===== src/rtl/pixwr_pkg.sv =====
// pixwr_pkg: shared constants, the FSM state type, the FIFO entry type and the
// address/visibility helpers used by pixel_writer and pix_fifo.
package pixwr_pkg;

  localparam int unsigned SCREEN_W   = 160;
  localparam int unsigned SCREEN_H   = 120;
  localparam int unsigned FIFO_DEPTH = 4;
  localparam int unsigned COLOR_W    = 3;
  localparam int unsigned ADDR_W     = 15;
  localparam int unsigned LAST_ADDR  = 19199;
  localparam int unsigned X_W        = 8;
  localparam int unsigned Y_W        = 7;
  localparam int unsigned PTR_W      = $clog2(FIFO_DEPTH);
  localparam int unsigned CNT_W      = $clog2(FIFO_DEPTH + 1);

  typedef enum logic [1:0] {IDLE, DRAW, CLEAR} state_t;

  typedef struct packed {
    logic [X_W-1:0]     x;
    logic [Y_W-1:0]     y;
    logic [COLOR_W-1:0] c;
  } pix_t;

  // y*160 + x built from shifts (128 + 32) so no multiplier is needed.
  function automatic logic [ADDR_W-1:0] pix_addr(input logic [X_W-1:0] x,
                                                 input logic [Y_W-1:0] y);
    logic [ADDR_W-1:0] yw;
    yw = ADDR_W'(y);
    return (yw << 7) + (yw << 5) + ADDR_W'(x);
  endfunction

  function automatic logic on_screen(input logic [X_W-1:0] x,
                                     input logic [Y_W-1:0] y);
    return (x < X_W'(SCREEN_W)) && (y < Y_W'(SCREEN_H));
  endfunction

endpackage


===== src/rtl/pix_fifo.sv =====
// pix_fifo: FIFO_DEPTH-entry pixel buffer.
// Ports: clk/rst (async active-high), push/din write side, pop/dout read side,
//        full, empty, count. A push on a full FIFO is refused even if a pop
//        happens in the same cycle. full/empty/count come from registered
//        state only, so there is no combinational path from push to empty.
module pix_fifo
  import pixwr_pkg::*;
(
  input  logic             clk,
  input  logic             rst,
  input  logic             push,
  input  pix_t             din,
  input  logic             pop,
  output pix_t             dout,
  output logic             full,
  output logic             empty,
  output logic [CNT_W-1:0] count
);

  pix_t             mem_q [FIFO_DEPTH];
  logic [PTR_W-1:0] wr_q, wr_d, rd_q, rd_d;
  logic [CNT_W-1:0] cnt_q, cnt_d;
  logic             do_push, do_pop;

  assign full    = (cnt_q == CNT_W'(FIFO_DEPTH));
  assign empty   = (cnt_q == '0);
  assign count   = cnt_q;
  assign dout    = mem_q[rd_q];
  assign do_push = push && !full;
  assign do_pop  = pop && !empty;

  always_comb begin
    wr_d  = wr_q;
    rd_d  = rd_q;
    cnt_d = cnt_q;
    if (do_push) wr_d = wr_q + PTR_W'(1);
    if (do_pop)  rd_d = rd_q + PTR_W'(1);
    case ({do_push, do_pop})
      2'b10:   cnt_d = cnt_q + CNT_W'(1);
      2'b01:   cnt_d = cnt_q - CNT_W'(1);
      default: cnt_d = cnt_q;
    endcase
  end

  always_ff @(posedge clk or posedge rst) begin
    if (rst) begin
      wr_q  <= '0;
      rd_q  <= '0;
      cnt_q <= '0;
    end else begin
      wr_q  <= wr_d;
      rd_q  <= rd_d;
      cnt_q <= cnt_d;
    end
  end

  // Storage needs no reset: an entry is only read after it has been written.
  always_ff @(posedge clk) begin
    if (do_push) mem_q[wr_q] <= din;
  end

endmodule


===== src/rtl/pixel_writer.sv =====
// pixel_writer: buffers pixels from the circle drawer and writes them to a
// 160x120 video RAM (vaddr = y*160 + x), dropping off-screen pixels.
// Optional screen clear (macro PIXWR_CLEAR_EN): a clear pulse is held pending
// until queued pixels drain, then addresses 0..19199 are written with zero.
// Ports: CLK50, RST (async active-high); xi/yi/color/pix_valid/pix_ready
//        pixel input handshake; clear request; busy status;
//        vaddr/vdata/vwe registered video RAM write port.
module pixel_writer
  import pixwr_pkg::*;
(
  input  logic               CLK50,
  input  logic               RST,
  input  logic [X_W-1:0]     xi,
  input  logic [Y_W-1:0]     yi,
  input  logic [COLOR_W-1:0] color,
  input  logic               pix_valid,
  output logic               pix_ready,
  input  logic               clear,
  output logic               busy,
  output logic [ADDR_W-1:0]  vaddr,
  output logic [COLOR_W-1:0] vdata,
  output logic               vwe
);

  state_t             state_q, state_d;
  logic               vwe_q, vwe_d;
  logic [ADDR_W-1:0]  vaddr_q, vaddr_d;
  logic [COLOR_W-1:0] vdata_q, vdata_d;

  logic               push, pop, full, empty;
  logic [CNT_W-1:0]   count;
  pix_t               in_pix, head;

`ifdef PIXWR_CLEAR_EN
  logic               clr_pend_q, clr_pend_d;
  logic [ADDR_W-1:0]  sweep_q, sweep_d;
`endif

  assign in_pix = '{x: xi, y: yi, c: color};
  assign push   = pix_valid && pix_ready;

  pix_fifo u_fifo (
    .clk   (CLK50),
    .rst   (RST),
    .push  (push),
    .din   (in_pix),
    .pop   (pop),
    .dout  (head),
    .full  (full),
    .empty (empty),
    .count (count)
  );

`ifdef PIXWR_CLEAR_EN
  assign pix_ready = !RST && (count < CNT_W'(FIFO_DEPTH)) && (state_q != CLEAR) && !clr_pend_q;
  assign busy      = !empty || vwe_q || clr_pend_q || (state_q == CLEAR);
`else
  logic unused_in;
  assign unused_in = clear ^ full;
  assign pix_ready = !RST && (count < CNT_W'(FIFO_DEPTH));
  assign busy      = !empty || vwe_q;
`endif

  always_comb begin
    pop     = !empty && (state_q != CLEAR);
    vwe_d   = pop && on_screen(head.x, head.y);
    vaddr_d = vaddr_q;
    vdata_d = vdata_q;
    state_d = state_q;
    if (pop) begin
      vaddr_d = pix_addr(head.x, head.y);
      vdata_d = head.c;
    end
    if (state_q != CLEAR) begin
      if (push)                                  state_d = DRAW;
      else if (pop && (count == CNT_W'(1)))      state_d = IDLE;
    end
`ifdef PIXWR_CLEAR_EN
    clr_pend_d = clr_pend_q;
    sweep_d    = sweep_q;
    if (clear && (state_q != CLEAR)) clr_pend_d = 1'b1;
    if (state_q == CLEAR) begin
      vwe_d   = 1'b1;
      vaddr_d = sweep_q;
      vdata_d = '0;
      if (sweep_q == ADDR_W'(LAST_ADDR)) begin
        sweep_d    = '0;
        clr_pend_d = 1'b0;
        state_d    = IDLE;
      end else begin
        sweep_d = sweep_q + ADDR_W'(1);
      end
    end else if (empty && clr_pend_q) begin
      // pix_ready is low while pending, so no push can race this transition.
      state_d = CLEAR;
    end
`endif
  end

  always_ff @(posedge CLK50 or posedge RST) begin
    if (RST) begin
      state_q    <= IDLE;
      vwe_q      <= 1'b0;
      vaddr_q    <= '0;
      vdata_q    <= '0;
`ifdef PIXWR_CLEAR_EN
      clr_pend_q <= 1'b0;
      sweep_q    <= '0;
`endif
    end else begin
      state_q    <= state_d;
      vwe_q      <= vwe_d;
      vaddr_q    <= vaddr_d;
      vdata_q    <= vdata_d;
`ifdef PIXWR_CLEAR_EN
      clr_pend_q <= clr_pend_d;
      sweep_q    <= sweep_d;
`endif
    end
  end

  assign vwe   = vwe_q;
  assign vaddr = vaddr_q;
  assign vdata = vdata_q;

endmodule


===== config.mk =====
export PLATFORM = sky130hd
export DESIGN_NAME = pixel_writer
export DESIGN_NICKNAME = d
export VERILOG_FILES = /design/src/rtl/pixwr_pkg.sv /design/src/rtl/pix_fifo.sv /design/src/rtl/pixel_writer.sv
export SDC_FILE = /design/constraint.sdc
export NUM_CORES = 1
export LEC_CHECK = 0
export ABC_AREA = 1
export CAP_MARGIN = 20
export CORE_MARGIN = 5
export CORE_UTILIZATION = 50
export CTS_CLUSTER_DIAMETER = 200
export DETAILED_ROUTE_END_ITERATION = 7
export PLACE_DENSITY = 0.8
export SYNTH_ARGS = -nofsm -noshare
export SYNTH_HDL_FRONTEND = slang
export SYNTH_SLANG_ARGS = --single-unit

===== constraint.sdc =====
create_clock -name CLK50 -period 3.64 [get_ports CLK50]
set_input_delay 0.364 -clock CLK50 [delete_from_list [all_inputs] [get_ports CLK50]]
set_output_delay 0.364 -clock CLK50 [all_outputs]
set_load 0.01 [all_outputs]

==> implementation parameters <==
Parameter                              Value

Timing
  Pins over their slew limit ... 0
  RSZ-0062 raised after global routing ... no
  Post-Route Setup TNS ... 0 ns
  Slew of the pin with the lowest slew margin ... ~0.69 ns
  Fmax achieved ... about 0.35 GHz
  Final cycle utilization of the critical path ... between 70% and 80%
  Number of setup violations in the final report ... 0
  Total count of hold-check failures in the final report ... 0
  Relative slew slack ... between 50% and 60%
  Clock period minus worst slack ... 2.88 ns
  Worst-case clock skew ... 0.00745 ns

CTS
  Root Driver ... clkbuf_8
  Setup Fix Bufs, Post-CTS ... 0
  Clock latency on the worst-skew pair ... 0.35 ns
  Clk pin slew, worst setup/hold paths ... 0.09 ns
  Number of buffers created by CTS ... 9
  Clock tree from TritonCTS ... done
  Hold-fix buffers, CTS ... 0
  Total number of clock tree sinks ... slightly below 100
  Number of gates resized after CTS ... 0
  H-tree levels ... 3
  Max clock buf depth ... 2

Logic synthesis
  Total of flip-flops plus latches after synthesis ... 98
  Average instance area after synthesis ... 11.1 um^2
  Sequential area share after synthesis ... between 60% and 70%
  Number of cells produced by synthesis ... 389
  Post-synthesis cell type count ... 29
  Synth warnings ... 0
  Syn_nets ... ~430
  Mapped cell area ... between 4000 and 5000 um^2

Floorplanning
  Vert. Die Dim ... between 100 and 150 um
  Initial core utilization ... between 50% and 60%
  Die outline area ... roughly 11000 um^2
  Number of standard-cell rows in the floorplan ... 34
  Placeable core region ... 8590 um^2
  Die width ... between 100 and 150 um
  I/O Pins ... between 40 and 50

Cells and area
  Total number of nets in the final design ... 479
  Fill cell instance count of the final layout ... around 690
  Utilization after layout ... 59.4%
  Combined area of the multi-input logic cells ... between 1000 and 1500 um^2
  Post-Layout Inst Area ... 5110 um^2
  Sequential cell area in the final layout ... 2810 um^2
  Area Overhead vs Synth ... 18.0%
  # diodes ... 0
  Fraction of layout cells with a size suffix above 1 ... 7.03%

Setup path
  Critical Path Start Type ... register
  Crit. Startpoint ... u_fifo.count[0]$_DFFE_PP0P_
  FF-to-FF Start ... u_fifo.rd_q[0]$_DFFE_PP0P_
  Critical path peak fanout ... 28
  CP required ... roughly 3.3 ns
  Crit-path cells ... nor3_4, inv_4, or2_2, clkdlybuf4s50_1
  Crit Path Class ... reg2out
  Critical path endpoint category ... output pin
  Peak per-stage delay on the critical path ... roughly 0.62 ns
  Cell at the slowest stage of the critical path ... nor3_4
  WP buf/inv ... 2
  Worst path top cell family by delay ... simple AND/OR/NAND/NOR gates
  Data arrival time of the worst path ... roughly 2.5 ns

Run
  Count of maximum capacitance violations ... 0

Detailed routing
  Remaining design rule violation count ... 0
  Total wire length ... roughly 7.9 mm
  Remaining antenna violation count after routing ... 0
  Initial detailed-routing violation count ... between 100 and 150
  Average wire per standard cell ... about 14 um
  Number of vias in the routed layout ... between 2000 and 3000
  Average vias per placed instance ... about 5
  First-pass detailed-route iteration total ... 4

Power and ir drop
  Worst IR drop on VDD ... a little over 0.4 mV
  Power per unit of standard cell area ... 940 nW/um^2
  Static leakage power ... roughly 2.1 nW

Global routing
  Residual overflow from global routing ... 0
  Global-route wire length before repair ... 12.9 mm
  Vias in the first global route ... about 2800
  Antenna violations before repair ... 0
  Pin count of the biggest net entering global routing ... 39
  Aggregate global-route resource usage ... between 15 and 20%

Placement
  Cell area after placement ... approximately 4800 um^2
  Gp weighted congestion ... between 0.8 and 0.9
  HPWL Detailed ... approximately 5.1 mm
  Count of input and output buffers ... 41

Hold path
  Hold/Removal Path Class ... in2async

Status
  Status ... finished, final reports clean
## path summary, 6_finish.rpt
kind	depth (start not counted)	to	slack, ns
setup reg to reg	16	vaddr[13]$_DFFE_PP0P_	0.85
hold reg to reg	2	vaddr[6]$_DFFE_PP0P_	0.49
setup / recovery	4	busy	0.76
hold / removal	2	u_fifo.count[0]$_DFFE_PP0P_	0.41
max in group asynchronous	3	vdata[0]$_DFFE_PP0P_	2.73
min in group CLK50	2	vaddr[6]$_DFFE_PP0P_	0.49
## cells in the mapped netlist
cell,instances,share of area (%)
a21oi_1,6,0.69
a31oi_1,9,1.3
a32oi_1,2,0.40
buf_2,5,0.58
buf_4,4,0.69
buf_6,3,0.78
clkbuf_1,2,0.17
dfrtp_1,26,15
edfxtp_1,72,50
fa_1,3,1.4
ha_1,18,5.2
inv_1,31,2.7
inv_2,2,0.17
inv_4,1,0.14
nand2_1,83,7.2
nand3_1,14,1.6
nand3b_1,3,0.52
nand4_1,1,0.14
nor2_1,62,5.4
nor3_1,1,0.12
nor3_4,1,0.38
o211ai_1,2,0.35
o21ai_0,27,3.1
o21bai_1,1,0.17
o22ai_1,1,0.14
or2_1,1,0.14
or2_2,2,0.29
xnor2_1,2,0.40
xor2_1,4,0.81
## flip-flops by register name (all words and copies together), names as in the netlist
name	count
u_fifo.count	3
u_fifo.mem_q	72
u_fifo.rd_q	2
u_fifo.wr_q	2
vaddr	15
vdata	3
vwe	1
## power breakdown
group | switching, mW | internal [mW] | total [mW]
Sequential | 0.110 | 1.44 | 1.55
Clock | 0.370 | 0.485 | 0.854
Combinational | 1.39 | 0.998 | 2.39
## placed cells by master, fill, tap and decap left out, types with 3 or more instances in the layout
| master | n |
|---|---|
| nor2_1 | 62 |
| clkbuf_8 | 10 |
| nand3_1 | 14 |
| o21ai_0 | 27 |
| ha_1 | 18 |
| nand2_1 | 83 |
| edfxtp_1 | 72 |
| nand3b_1 | 3 |
| a21oi_1 | 6 |
| a31oi_1 | 9 |
| xor2_1 | 4 |
| bufinv_16 | 3 |
| inv_1 | 31 |
| fa_1 | 3 |
| dfrtp_1 | 26 |
| buf_4 | 8 |
| clkdlybuf4s50_1 | 41 |
## cells by family after synthesis
group / after synthesis / synth area share [%]
AND/OR/NAND/NOR: 168 / 15.8
adder cells (fa/ha/maj): 21 / 6.59
buffers and inverters: 48 / 5.23
XOR/XNOR: 6 / 1.21
flip-flops: 98 / 65.0
AO/OA/AOI/OAI: 48 / 6.19
## layout make-up
type | instances | share of cell area [%]
Clock buffer | 10 | 2.69
Timing Repair Buffer | 50 | 9.50
Multi-Input combinational cell | 243 | 25.2
Clock inverter | 6 | 2.33
Tap cell | 108 | 2.65
Sequential cell | 98 | 55.1
Inverter | 34 | 2.55
## layer usage
metal / track usage (%) / part of all wire [%]
met5: 0 / 0
met4: 5.98 / 1.3
met3: 4.87 / 4.8
met2: 28.2 / 52
met1: 18.7 / 42
## per-stage QoR
stage	instances	power [mW]	setup slack, ns	hold slack, ns
global route	549	5.27	0.603	0.479
global placement	532	3.89	0.923	0.462
detailed placement	532	3.96	0.870	0.466
floorplan	389	3.35	1.08	0.404
finish	549	4.80	0.758	0.406
CTS	548	4.84	0.721	0.490
Note: power is estimated with default switching activity, not from simulation.
